### src/rtl/cfar_pkg.sv
// Shared types and default widths for the CFAR target collector.
//   tgt_rec_t    : target record layout (start index, peak index, peak power, width)
//   coll_state_e : run-merging FSM states
package cfar_pkg;

    localparam int unsigned DEF_DATA_W     = 16;
    localparam int unsigned DEF_IDX_W      = 10;
    localparam int unsigned DEF_FIFO_DEPTH = 8;
    localparam int unsigned DEF_CNT_W      = 8;

    // Field order matches the flat record word stored in the FIFO, MSB first.
    typedef struct packed {
        logic [DEF_IDX_W-1:0]  start_idx;
        logic [DEF_IDX_W-1:0]  peak_idx;
        logic [DEF_DATA_W-1:0] peak_power;
        logic [DEF_IDX_W-1:0]  width;
    } tgt_rec_t;

    typedef enum logic [0:0] {
        StIdle,
        StInTgt
    } coll_state_e;

endpackage

### src/rtl/cfar_sync_fifo.sv
// Synchronous FIFO with first-word fall-through head.
//   clk, rst_n  : clock, async active-low reset
//   push, wdata : write request and data; accepted when not full or when popping
//   pop         : removes the head entry when not empty
//   rdata       : head entry (valid while !empty)
//   full, empty : occupancy flags
module cfar_sync_fifo #(
    parameter int unsigned WIDTH = 8,
    parameter int unsigned DEPTH = 8
) (
    input  logic             clk,
    input  logic             rst_n,
    input  logic             push,
    input  logic [WIDTH-1:0] wdata,
    input  logic             pop,
    output logic [WIDTH-1:0] rdata,
    output logic             full,
    output logic             empty
);

    localparam int unsigned AW = $clog2(DEPTH);

    logic [WIDTH-1:0] mem [DEPTH];
    logic [AW-1:0]    wr_ptr_q, rd_ptr_q;
    logic [AW:0]      count_q;
    logic             do_push, do_pop;

    assign full    = (count_q == (AW+1)'(DEPTH));
    assign empty   = (count_q == '0);
    assign do_pop  = pop && !empty;
    // A pop in the same cycle frees the slot, so a push into a full FIFO still lands.
    assign do_push = push && (!full || do_pop);
    assign rdata   = mem[rd_ptr_q];

    always_ff @(posedge clk) begin
        if (do_push) begin
            mem[wr_ptr_q] <= wdata;
        end
    end

    always_ff @(posedge clk or negedge rst_n) begin
        if (!rst_n) begin
            wr_ptr_q <= '0;
            rd_ptr_q <= '0;
            count_q  <= '0;
        end else begin
            if (do_push) wr_ptr_q <= wr_ptr_q + 1'b1;
            if (do_pop)  rd_ptr_q <= rd_ptr_q + 1'b1;
            if (do_push && !do_pop)      count_q <= count_q + 1'b1;
            else if (!do_push && do_pop) count_q <= count_q - 1'b1;
        end
    end

endmodule

### src/rtl/cfar_target_collector.sv
// Merges runs of adjacent CFAR detections into target records and queues them
// for a downstream valid/ready consumer.
//   det_*           : per-cell detection stream (never back-pressured)
//   tgt_*           : record at FIFO head, popped on tgt_valid && tgt_ready
//   frame_done      : pulse one cycle after the eof beat, with frame_tgt_cnt
//   drop_cnt        : saturating count of records lost to a full FIFO
//   abort_err       : pulse one cycle after a sof that cut an open target/frame
module cfar_target_collector
    import cfar_pkg::*;
#(
    parameter int unsigned DATA_W     = DEF_DATA_W,
    parameter int unsigned IDX_W      = DEF_IDX_W,
    parameter int unsigned FIFO_DEPTH = DEF_FIFO_DEPTH,
    parameter int unsigned CNT_W      = DEF_CNT_W
) (
    input  logic              clk,
    input  logic              rst_n,
    input  logic              det_valid,
    input  logic              det_sof,
    input  logic              det_eof,
    input  logic              det_flag,
    input  logic [DATA_W-1:0] det_power,
    output logic              tgt_valid,
    input  logic              tgt_ready,
    output logic [IDX_W-1:0]  tgt_start_idx,
    output logic [IDX_W-1:0]  tgt_peak_idx,
    output logic [DATA_W-1:0] tgt_peak_power,
    output logic [IDX_W-1:0]  tgt_width,
    output logic              frame_done,
    output logic [CNT_W-1:0]  frame_tgt_cnt,
    output logic [CNT_W-1:0]  drop_cnt,
    output logic              abort_err
);

    localparam int unsigned REC_W = 3 * IDX_W + DATA_W;

    coll_state_e       state_q, state_d, eff_state;
    logic [IDX_W-1:0]  idx_q, idx_d, beat_idx;
    logic [IDX_W-1:0]  start_q, start_d, pk_idx_q, pk_idx_d, width_q, width_d;
    logic [DATA_W-1:0] pk_q, pk_d;
    logic              open_q, open_d;
    logic [CNT_W-1:0]  cnt_q, cnt_d, drop_q;
    logic              close;
    logic [REC_W-1:0]  close_rec, pend_rec_q, head;
    logic              pend_valid_q, done_q, abort_q;
    logic              full, empty, pop;

    always_comb begin
        state_d   = state_q;
        idx_d     = idx_q;
        start_d   = start_q;
        pk_idx_d  = pk_idx_q;
        pk_d      = pk_q;
        width_d   = width_q;
        open_d    = open_q;
        cnt_d     = cnt_q;
        close     = 1'b0;
        close_rec = {start_q, pk_idx_q, pk_q, width_q};
        beat_idx  = det_sof ? '0 : idx_q;
        // A sof discards any open target: the beat is handled as if from idle.
        eff_state = det_sof ? StIdle : state_q;

        if (det_valid) begin
            idx_d = beat_idx + 1'b1;
            unique case (eff_state)
                StIdle: begin
                    if (det_flag) begin
                        start_d  = beat_idx;
                        pk_idx_d = beat_idx;
                        pk_d     = det_power;
                        width_d  = IDX_W'(1);
                        if (det_eof) begin
                            close     = 1'b1;
                            close_rec = {beat_idx, beat_idx, det_power, IDX_W'(1)};
                            state_d   = StIdle;
                        end else begin
                            state_d = StInTgt;
                        end
                    end else begin
                        state_d = StIdle;
                    end
                end
                StInTgt: begin
                    if (det_flag) begin
                        if (width_q != '1) width_d = width_q + 1'b1;
                        // Strict compare keeps the earliest of equal maxima.
                        if (det_power > pk_q) begin
                            pk_d     = det_power;
                            pk_idx_d = beat_idx;
                        end
                        if (det_eof) begin
                            close     = 1'b1;
                            close_rec = {start_d, pk_idx_d, pk_d, width_d};
                            state_d   = StIdle;
                        end
                    end else begin
                        close   = 1'b1;
                        state_d = StIdle;
                    end
                end
                default: state_d = StIdle;
            endcase

            if (det_sof)      open_d = !det_eof;
            else if (det_eof) open_d = 1'b0;

            if (det_sof)                     cnt_d = close ? CNT_W'(1) : '0;
            else if (close && cnt_q != '1)   cnt_d = cnt_q + 1'b1;
        end
    end

    always_ff @(posedge clk or negedge rst_n) begin
        if (!rst_n) begin
            state_q      <= StIdle;
            idx_q        <= '0;
            start_q      <= '0;
            pk_idx_q     <= '0;
            pk_q         <= '0;
            width_q      <= '0;
            open_q       <= 1'b0;
            cnt_q        <= '0;
            drop_q       <= '0;
            pend_valid_q <= 1'b0;
            pend_rec_q   <= '0;
            done_q       <= 1'b0;
            abort_q      <= 1'b0;
        end else begin
            state_q      <= state_d;
            idx_q        <= idx_d;
            start_q      <= start_d;
            pk_idx_q     <= pk_idx_d;
            pk_q         <= pk_d;
            width_q      <= width_d;
            open_q       <= open_d;
            cnt_q        <= cnt_d;
            pend_valid_q <= close;
            if (close) pend_rec_q <= close_rec;
            done_q       <= det_valid && det_eof;
            abort_q      <= det_valid && det_sof && (state_q == StInTgt || open_q);
            if (pend_valid_q && full && !pop && drop_q != '1) drop_q <= drop_q + 1'b1;
        end
    end

    assign pop = tgt_valid && tgt_ready;

    cfar_sync_fifo #(
        .WIDTH (REC_W),
        .DEPTH (FIFO_DEPTH)
    ) u_fifo (
        .clk   (clk),
        .rst_n (rst_n),
        .push  (pend_valid_q),
        .wdata (pend_rec_q),
        .pop   (pop),
        .rdata (head),
        .full  (full),
        .empty (empty)
    );

    assign tgt_valid = !empty;
    // Head storage is not reset; hide it while the FIFO is empty.
    assign {tgt_start_idx, tgt_peak_idx, tgt_peak_power, tgt_width} = empty ? '0 : head;
    assign frame_done    = done_q;
    assign frame_tgt_cnt = cnt_q;
    assign drop_cnt      = drop_q;
    assign abort_err     = abort_q;

endmodule
### config.mk
export PLATFORM = sky130hd
export DESIGN_NAME = cfar_target_collector
export DESIGN_NICKNAME = d
export VERILOG_FILES = /design/src/rtl/cfar_pkg.sv /design/src/rtl/cfar_sync_fifo.sv /design/src/rtl/cfar_target_collector.sv
export SDC_FILE = /design/constraint.sdc
export NUM_CORES = 1
export LEC_CHECK = 0
export CAP_MARGIN = 20
export CELL_PAD_IN_SITES_DETAIL_PLACEMENT = 0
export CELL_PAD_IN_SITES_GLOBAL_PLACEMENT = 1
export CORE_ASPECT_RATIO = 0.8
export CORE_MARGIN = 5
export CORE_UTILIZATION = 54
export DETAILED_ROUTE_END_ITERATION = 8
export GPL_ROUTABILITY_DRIVEN = 0
export GPL_TIMING_DRIVEN = 0
export PLACE_DENSITY_LB_ADDON = 0.2
export SLEW_MARGIN = 5
export SYNTH_ARGS = -nofsm -noshare
export SYNTH_HDL_FRONTEND = slang
export SYNTH_HIERARCHICAL = 1
export SYNTH_SLANG_ARGS = --single-unit
export TNS_END_PERCENT = 30
### constraint.sdc
create_clock -name clk -period 10.95 [get_ports clk]
set_clock_uncertainty 0.05 [all_clocks]
set_input_delay 2.19 -clock clk [delete_from_list [all_inputs] [get_ports clk]]
set_output_delay 2.19 -clock clk [all_outputs]
set_load 0.01 [all_outputs]
== Word level (Yosys, flattened, before mapping) ==
Memory sizes are Yosys's and may differ from the RTL's.
Index checks and enable logic that the tools add are counted.

* Bits in registers: 133
* Bits in latches: 0
* Memory bits (writable): 368
* Bits in read-only memories: 0
* Input bits: 23
* Output and inout port bits: 65
* Memories kept: 1

{| class="wikitable"
|+ Memories
! name !! words !! bits a word !! rd ports !! clocked after Yosys merged registers in !! wr ports !! line !! source
|-
| u_fifo.mem || 8 || 46 || 1 || 0 || 1 || cfar_sync_fifo.sv:23 || <nowiki>logic [WIDTH-1:0] mem [DEPTH];</nowiki>
|}

* Add/sub/neg operators: 8
* Multipliers: 0
* Divide/modulo/power cells: 0
* Magnitude comparators: 1
* Equality and inequality tests: 7
* Shift operators: 0
* Muxes and demuxes: 40
* Bitwise logic cells: 1
* Reductions and logical operators: 29

{| class="wikitable"
|+ Operator list
! cell !! count
|-
| 46-bit two-way mux || 4
|-
| 46-bit one-hot mux with 2 select lines || 1
|-
| 36-bit two-way mux || 2
|-
| 10-bit two-way mux || 7
|-
| 16-bit two-way mux || 3
|-
| 10-bit one-hot mux with 2 select lines || 2
|-
| 16-bit one-hot mux with 2 select lines || 1
|-
| 10-bit by 1-bit adder with 10-bit output, second input constant || 2
|-
| 8-bit by 1-bit adder with 8-bit output, second input constant || 2
|-
| 16-bit greater-than comparator || 1
|-
| 8-bit two-way mux || 2
|-
| 8-bit != test, second input constant || 2
|-
| 1-bit two-way mux || 14
|-
| 1-bit logical AND || 12
|-
| 10-bit != test, second input constant || 1
|-
| 4-bit two-way mux || 2
|-
| 3-bit by 1-bit adder with 3-bit output, second input constant || 2
|-
| 1-bit logical NOT || 6
|-
| 2-bit AND reduction || 3
|-
| 3-bit AND reduction || 2
|-
| 2-bit nonzero test || 3
|-
| 4-bit by 1-bit adder with 4-bit output, second input constant || 1
|-
| 4-bit equality test, second input constant || 1
|-
| 4-bit logical NOT || 1
|-
| other kinds (6) || 9
|}

== Depth between registers and ports, before layout ==
Gate-level depths: netlist of run 1.

* Depth after elaboration: 10
* Depth in mapped cells: 10

== By module ==
The synthesis of run 1 kept the hierarchy.

{| class="wikitable"
|+ By module, submodules not included
! module !! instances !! cells each !! area each (um^2) !! seq. area each (um^2)
|-
| cfar_sync_fifo || 1 || 594 || 14456.4 || 11300.8
|-
| cfar_target_collector || 1 || 753 || 7083.0 || 3078.0
|}

== Worst setup path before layout of run 1 ==
Ideal clock, no wire load.

* Path type: input-to-reg
* Start: input port tgt_ready
* End: memory u_fifo/mem[0][0] in the netlist's numbering, enable pin
* Arrival: 7092 ps
* Path slack: 3245 ps
* Cell stages on the path: 3
* Cells stage by stage: nor2b_1 > o21ai_4 > nor4_1

* Longest elaborated chain between the ends: 6

{| class="wikitable"
|+ RTL lines
! item !! line !! source
|-
| start: declaration || cfar_target_collector.sv:24 || <nowiki>input logic tgt_ready,</nowiki>
|-
| 1-bit logical AND || cfar_target_collector.sv:144 || <nowiki>assign pop = tgt_valid && tgt_ready;</nowiki>
|-
| 1-bit logical AND || cfar_sync_fifo.sv:30 || <nowiki>assign do_pop = pop && !empty;</nowiki>
|-
| 1-bit logical OR || cfar_sync_fifo.sv:32 || <nowiki>assign do_push = push && (!full || do_pop);</nowiki>
|-
| 1-bit logical AND || cfar_sync_fifo.sv:32 ||
|-
| 1-bit two-way mux || cfar_sync_fifo.sv:36 || <nowiki>if (do_push) begin</nowiki>
|-
| 1-bit two-way mux (not written as such) || cfar_sync_fifo.sv:37 || <nowiki>mem[wr_ptr_q] <= wdata;</nowiki>
|-
| end: declaration || cfar_sync_fifo.sv:23 ||
|}

Every way passes these cells.

== Worst setup path in the final report of run 1 ==
* Start: register u_fifo.count_q[0]
* End: output port tgt_peak_idx[1]

* Longest elaborated chain between the ends: 2

{| class="wikitable"
|+ RTL lines
! item !! line !! source
|-
| start: declaration || cfar_sync_fifo.sv:25 || <nowiki>logic [AW:0] count_q;</nowiki>
|-
| start signal: assignment || cfar_sync_fifo.sv:49 || <nowiki>if (do_push && !do_pop) count_q <= count_q + 1'b1;</nowiki>
|-
| start signal: assignment || cfar_sync_fifo.sv:50 || <nowiki>else if (!do_push && do_pop) count_q <= count_q - 1'b1;</nowiki>
|-
| 4-bit logical NOT || cfar_sync_fifo.sv:29 || <nowiki>assign empty = (count_q == '0);</nowiki>
|-
| net empty || cfar_target_collector.sv:46 || <nowiki>logic full, empty, pop;</nowiki>
|-
| 46-bit two-way mux || cfar_target_collector.sv:162 || <nowiki>assign {tgt_start_idx, tgt_peak_idx, tgt_peak_power, tgt_width} = empty ? '0 : head;</nowiki>
|-
| end: declaration || cfar_target_collector.sv:26 || <nowiki>output logic [IDX_W-1:0] tgt_peak_idx,</nowiki>
|}

The timed path passes the listed nets, and every way through them passes these cells.

==> results of run 1 <==
cells by family (layout without fill, tap and decap cells):
| logic type | after synthesis | in the layout | share of synthesized area |
|---|---|---|---|
| DFF | 501 | 501 | 0.668 |
| and+or+nand+nor | 286 | 286 | 0.0679 |
| muxes | 177 | 177 | 0.141 |
| adders and majority gates | 26 | 26 | 0.0155 |
| buffers and inverters | 108 | 321 | 0.0224 |
| xor gates and xnor gates | 23 | 23 | 0.00935 |
| AOI/OAI and AO/OA | 226 | 226 | 0.0764 |
power by group:
part	internal, mW	leakage [nW]	switching, mW	total [mW]
registers	2.27	5.01	0.184	2.45
logic	0.948	3.05	0.813	1.76
clock network	0.865	0.713	0.692	1.56
total	4.08	8.77	1.69	5.77
flip-flops by register name, indices dropped and copies added (netlist names), 8 cells and up:
register,cells
u_fifo/mem,368
pend_rec_q,46
pk_q,16
idx_q,10
pk_idx_q,10
start_q,10
width_q,10
drop_cnt,8
frame_tgt_cnt,8
cells in the final DEF (no fill, tap or decap), types with 49 or more instances in the layout:
master and instances:
clkbuf_16 49, dfrtp_1 133, edfxtp_1 368, nor2_1 49, clkbuf_1 73, mux4_2 92, mux2_2 58, nor2b_1 62
o21ai_0 49, clkdlybuf4s50_1 85, nand2_1 76
worst paths after layout:
check	to	from	depth (start not counted)	slack [ns]
max	tgt_peak_idx[1]	u_fifo/count_q[0]	5	5.23
min	drop_cnt[6]	drop_cnt[6]	1	0.43
max reg2reg	u_fifo/mem[6][21]	u_fifo/count_q[0]	8	7.48
min reg2reg	drop_cnt[6]	drop_cnt[6]	1	0.43
max in group asynchronous	pend_rec_q[12]	rst_n	2	8.46
min in group asynchronous	drop_cnt[6]	rst_n	1	1.57
routing by layer:
metal,track usage,up-vias,part of all wire
met4,0.0425,0,0.016
met2,0.356,422,0.46
met1,0.366,6696,0.46
li1,-,5671,-
met5,0,-,0
met3,0.0316,64,0.057
worst reg2reg max path, cell delays in order (launching register included):
cell     delay, ns
dfrtp_1       0.52
nor4_1        0.14
nor2b_1       0.49
o21ai_4       0.20
nor3_2        0.75
buf_4         0.36
buf_6         0.20
buf_4         0.22
buf_4         0.24
cell usage after synthesis (24+ instances only):
library cell  instances
edfxtp_1            368
o21ai_0              49
dfrtp_1             133
ha_1                 25
inv_1                27
mux4_2               92
nand2_1              76
clkbuf_1             58
nand3_1              24
nor2_1               52
nor2b_1              62
mux2_2               58
area by class of cell:
cell class	count	area, sq um
Clock buffer	66	1310
Inverter	29	109
Tap cell	536	671
Sequential cell	501	14400
Clock inverter	22	169
Multi-Input combinational cell	738	6730
Timing Repair Buffer	125	1330
Fill cell	2827	14400
Buffer	79	374
==> metrics.txt, run 1 <==
outcome finished, final reports clean; row count 65; Max Slew Vio Count 0; P&R area growth vs syn 16.4%; final setup margin 5.23 ns; worst hold slack 0.434 ns; core area 39400 sq um; Syn Area/Cell 16.0 sq um; Post-CTS Setup Bufs 0; clock-pin slew on the worst setup and hold paths 0.06 ns; number of global-route vias before repair 12700; # H-tree levels 2; Synth Register Bits 501; fin crit share 0.523; CTS tree built; async set or reset register ratio after synthesis 0.265; Sink Count 501; first-pass GRT wire length 78700 microns; nets@finish 1571; die area 44000 sq um; post-synth top area cell edfxtp_1; Resized cells post-CTS 0; Worst-Skew Late Latency 0.57 ns; top post-synthesis cells by area edfxtp_1 51%, dfrtp_1 15%, mux4_2 9.6%, mux2_2 3.0%, nor2b_1 1.8%; layout cells sized above 1 0.191; CP max FO 10; total number of vias 12900; Yosys top cell area share 0.513; Arr. time, crit path 3.48 ns; Post-Layout Cell Count 2096; crit path kind reg2out; Core Util, Final 0.636; RSZ-0062 raised after global routing false; Synth cell types 68; fmax 0.175 GHz; Largest stage delay, worst path 0.71 ns; Num CTS Buffers 48; Final Cell Area 25100 sq um; pin count of the biggest net entering global routing 72; sequential cell area fraction in the yosys report 0.668; Syn. warnings 6; routed length per instance 24.2 microns; Mapped Area 21500 sq um; grt total ovfl 0; Worst Setup Start Kind flip-flop; Critical path buffers and inverters 3; CP required 8.71 ns; CP endpoint kind primary output; Peak VDD IR 153 uV; Via-to-Cell Ratio 6.13; aggregate global-route resource usage 0.232; worst hold-check path type reg2reg; number of flops mapped to enable cells by yosys 368; Clock Tree Root clkbuf_16; Tmin final 5.72 ns; total chip power 5.77 mW; DP Worst Slack 5.44 ns; Worst slew margin 0.408; Cell Area, Placed 23600 sq um; leak pwr 8.77 nW; CP cell instances nor4_1 > clkbuf_1 > clkbuf_1 > nor2b_1 > clkdlybuf4s50_1; DRC errors left 0; drt pass-1 iters 6; Least-Margin Pin Slew 0.883 ns; Die X 233 microns; Setup violations, final 0; syn nets 1396; cts hold-fix bufs 0; Initial Util 0.546; Die Y 189 microns; Post-Route WL 50700 microns; port buffer count 86; CTS Buffer Depth 3; detailed placement HPWL 33800 microns; n_diodes 0; Setup TNS Final 0 ns; Synth Instances 1347; Crit path max-delay family buffers and inverters; Hold Vio Cnt, Final 0; Critical Path Most Common Cell clkbuf_1; ys flop type edfxtp_1; crit path max-delay cell type clkbuf_1; 1st-iter DRT viols 1333; PwrDens 230 nW/um^2; I/O pins 88; placed instance count 2008; number of max-cap violations 0; Final ANT Viol Nets 0; initial antenna violation count 0
Power figures use the tool's default switching activity.
==> run 2: changes to the inputs <==
Settings changed: CORE_UTILIZATION 54 to 52.
Clock period 10.95 ns to 5.45 ns, I/O delays scaled along.
==> metrics.txt, run 2 (synthesized netlist as in run 1, its figures left out) <==
outcome finished, final reports clean (unchanged); cts hold-fix bufs 0 (unchanged); biggest regs u_fifo/mem x368, pend_rec_q x46, pk_q x16 (unchanged); worst reg2reg endpoint u_fifo/mem[1][12] (was u_fifo/mem[6][21]); clock-pin slew on the worst setup and hold paths 0.06 ns (about the same); CP endpoint kind primary output (unchanged); port buffer count 86 (unchanged); fin crit share 0.849; crit path kind reg2out (unchanged); Worst slew margin 0.380 (was 0.408); fmax 0.216 GHz; Reg power frac 0.416 (was 0.425); crit path max-delay cell type clkbuf_1 (unchanged); number of global-route vias before repair 12500 (was 12700); Post-Route WL 48900 microns (was 50700 microns); Post-CTS Setup Bufs 0 (unchanged); drt pass-1 iters 5 (was 6); Largest register FFs 368 (unchanged); Final ANT Viol Nets 0 (unchanged); 1st-iter DRT viols 1142 (was 1333); number of max-cap violations 0 (unchanged); Peak VDD IR 252 uV (was 153 uV); PwrDens 470 nW/um^2 (was 230 nW/um^2); core area 40800 sq um (was 39400 sq um); leak pwr 8.82 nW (was 8.77 nW); Num CTS Buffers 49 (was 48); Reg area 14400 sq um (unchanged); Power Internal 8.41 mW (was 4.08 mW); # H-tree levels 2 (unchanged); total chip power 11.8 mW (was 5.77 mW); grt total ovfl 0 (unchanged); layout cells sized above 1 0.197 (was 0.191); Via-to-Cell Ratio 5.95 (was 6.13); final setup margin 0.822 ns (was 5.23 ns); Crit path max-delay family buffers and inverters (unchanged); Worst R2R Start u_fifo/count_q[0] (unchanged); Tmin final 4.63 ns; nets@finish 1565 (was 1571); Arr. time, crit path 3.49 ns (was 3.48 ns); DP Worst Slack 0.925 ns (was 5.44 ns); commonest non-fill, non-tap cell in the layout edfxtp_1 (unchanged); most frequent cells in the layout 368 x edfxtp_1, 133 x dfrtp_1, 92 x mux4_2, 85 x clkdlybuf4s50_1, 76 x nand2_1 (unchanged); Setup violations, final 0 (unchanged); area of the multi-input gates 6740 sq um (was 6730 sq um); Die X 238 microns (was 233 microns); routed length per instance 23.3 microns (was 24.2 microns); Max Slew Vio Count 0 (unchanged); CP cell instances nor4_1 > clkbuf_1 > clkbuf_1 > nor2b_1 > clkdlybuf4s50_1 (unchanged); Largest stage delay, worst path 0.69 ns (was 0.71 ns); initial antenna violation count 0 (unchanged); P&R area growth vs syn 16.8% (was 16.4%); Comb power frac 0.296 (was 0.305); Worst Setup Start Kind flip-flop (unchanged); CTS Buffer Depth 3 (unchanged); RSZ-0062 raised after global routing false (unchanged); Setup TNS Final 0 ns (unchanged); n_diodes 0 (unchanged); Switch Pwr 3.41 mW (was 1.69 mW); Clk pwr share 0.287 (was 0.270); Final Cell Area 25200 sq um (was 25100 sq um); Critical Path Most Common Cell clkbuf_1 (unchanged); Hold Vio Cnt, Final 0 (unchanged); Worst-Skew Late Latency 0.57 ns (about the same); Initial Util 0.528 (was 0.546); fillers 2991 (was 2827); Critical path buffers and inverters 3 (unchanged); Top reg by flops u_fifo/mem (unchanged); Resized cells post-CTS 0 (unchanged); DRC errors left 0 (unchanged); worst hold-check path type in2async (was reg2reg); first-pass GRT wire length 76200 microns (was 78700 microns); Switching Fraction 0.288 (was 0.293); Clock Tree Root clkbuf_16 (unchanged); Sink Count 501 (unchanged); aggregate global-route resource usage 0.217 (was 0.232); CTS tree built (unchanged); Die Y 192 microns (was 189 microns); CP max FO 10 (unchanged); Least-Margin Pin Slew 0.929 ns (was 0.883 ns); detailed placement HPWL 33000 microns (was 33800 microns); CP required 4.31 ns (was 8.71 ns); cells on worst reg2reg path 9 (was 8); row count 66 (was 65); R2R setup slack 1.82 ns (was 7.48 ns); I/O pins 88 (unchanged); Cell Area, Placed 23500 sq um (was 23600 sq um); pin count of the biggest net entering global routing 86 (was 72); total number of vias 12500 (was 12900); die area 45600 sq um (was 44000 sq um)
==> run 2: cell types whose count changed in the layout (fill, tap and decap cells not counted), moves of 2 or more <==
cell | previous run | this run
clkinv_1 | 9 | 5
clkbuf_8 | 2 | 6
buf_6 | 26 | 22
clkinv_2 | 8 | 13
clkinvlp_4 | 3 | 5
bufinv_16 | 1 | 4
clkbuf_1 | 73 | 65
buf_4 | 15 | 13
==> run 2: cell type report <==
cell class | count | share of cell area
multi-input cells | 738 | 0.268
plain buffers | 79 | 0.0149
inverters | 29 | 0.00433
clock buffers | 63 | 0.0540
well taps | 544 | 0.0270
clock inverters | 28 | 0.0109
flip-flops and latches | 501 | 0.571
repair buffers | 118 | 0.0498
==> run 2: worst max-delay path by stage <==
| stage | startpoint | to | depth (start not counted) |
|---|---|---|---|
| finish | u_fifo/count_q[0] | tgt_peak_idx[1] | 5 |
| global route | u_fifo/count_q[0] | tgt_peak_idx[1] | 5 |
| CTS | u_fifo/count_q[0] | tgt_peak_idx[1] | 5 |
| detailed placement | tgt_ready | u_fifo/mem[1][14] | 9 |
| global placement | tgt_ready | u_fifo/mem[1][21] | 4 |
| floorplan | tgt_ready | u_fifo/mem[1][0] | 3 |
==> run 2: stage by stage <==
step                      std cells  hold WS [ns]   util
after global routing           2100         0.435  0.617
after detailed placement       2009         0.434  0.577
final                          2100         0.416  0.617
after global placement         1977         0.427  0.566
after CTS                      2100         0.421  0.617
after floorplan                1347         0.410      -
==> run 2: power by group through the flow <==
stage,Sequential (mW),Clock (mW),Combinational (mW)
final,4.92,3.40,3.50
after global routing,4.96,3.64,3.79
after CTS,4.92,3.46,3.56
after detailed placement,4.99,0,3.54
after global placement,4.98,0,3.47
after floorplan,4.85,0,2.24
==> run 2: metal layers <==
| layer | part of all wire | GRT usage | vias up |
|---|---|---|---|
| li1 | - | - | 5668 |
| met5 | 0 | 0 | - |
| met1 | 0.48 | 0.341 | 6400 |
| met2 | 0.45 | 0.329 | 382 |
| met3 | 0.057 | 0.0324 | 52 |
| met4 | 0.013 | 0.0386 | 0 |
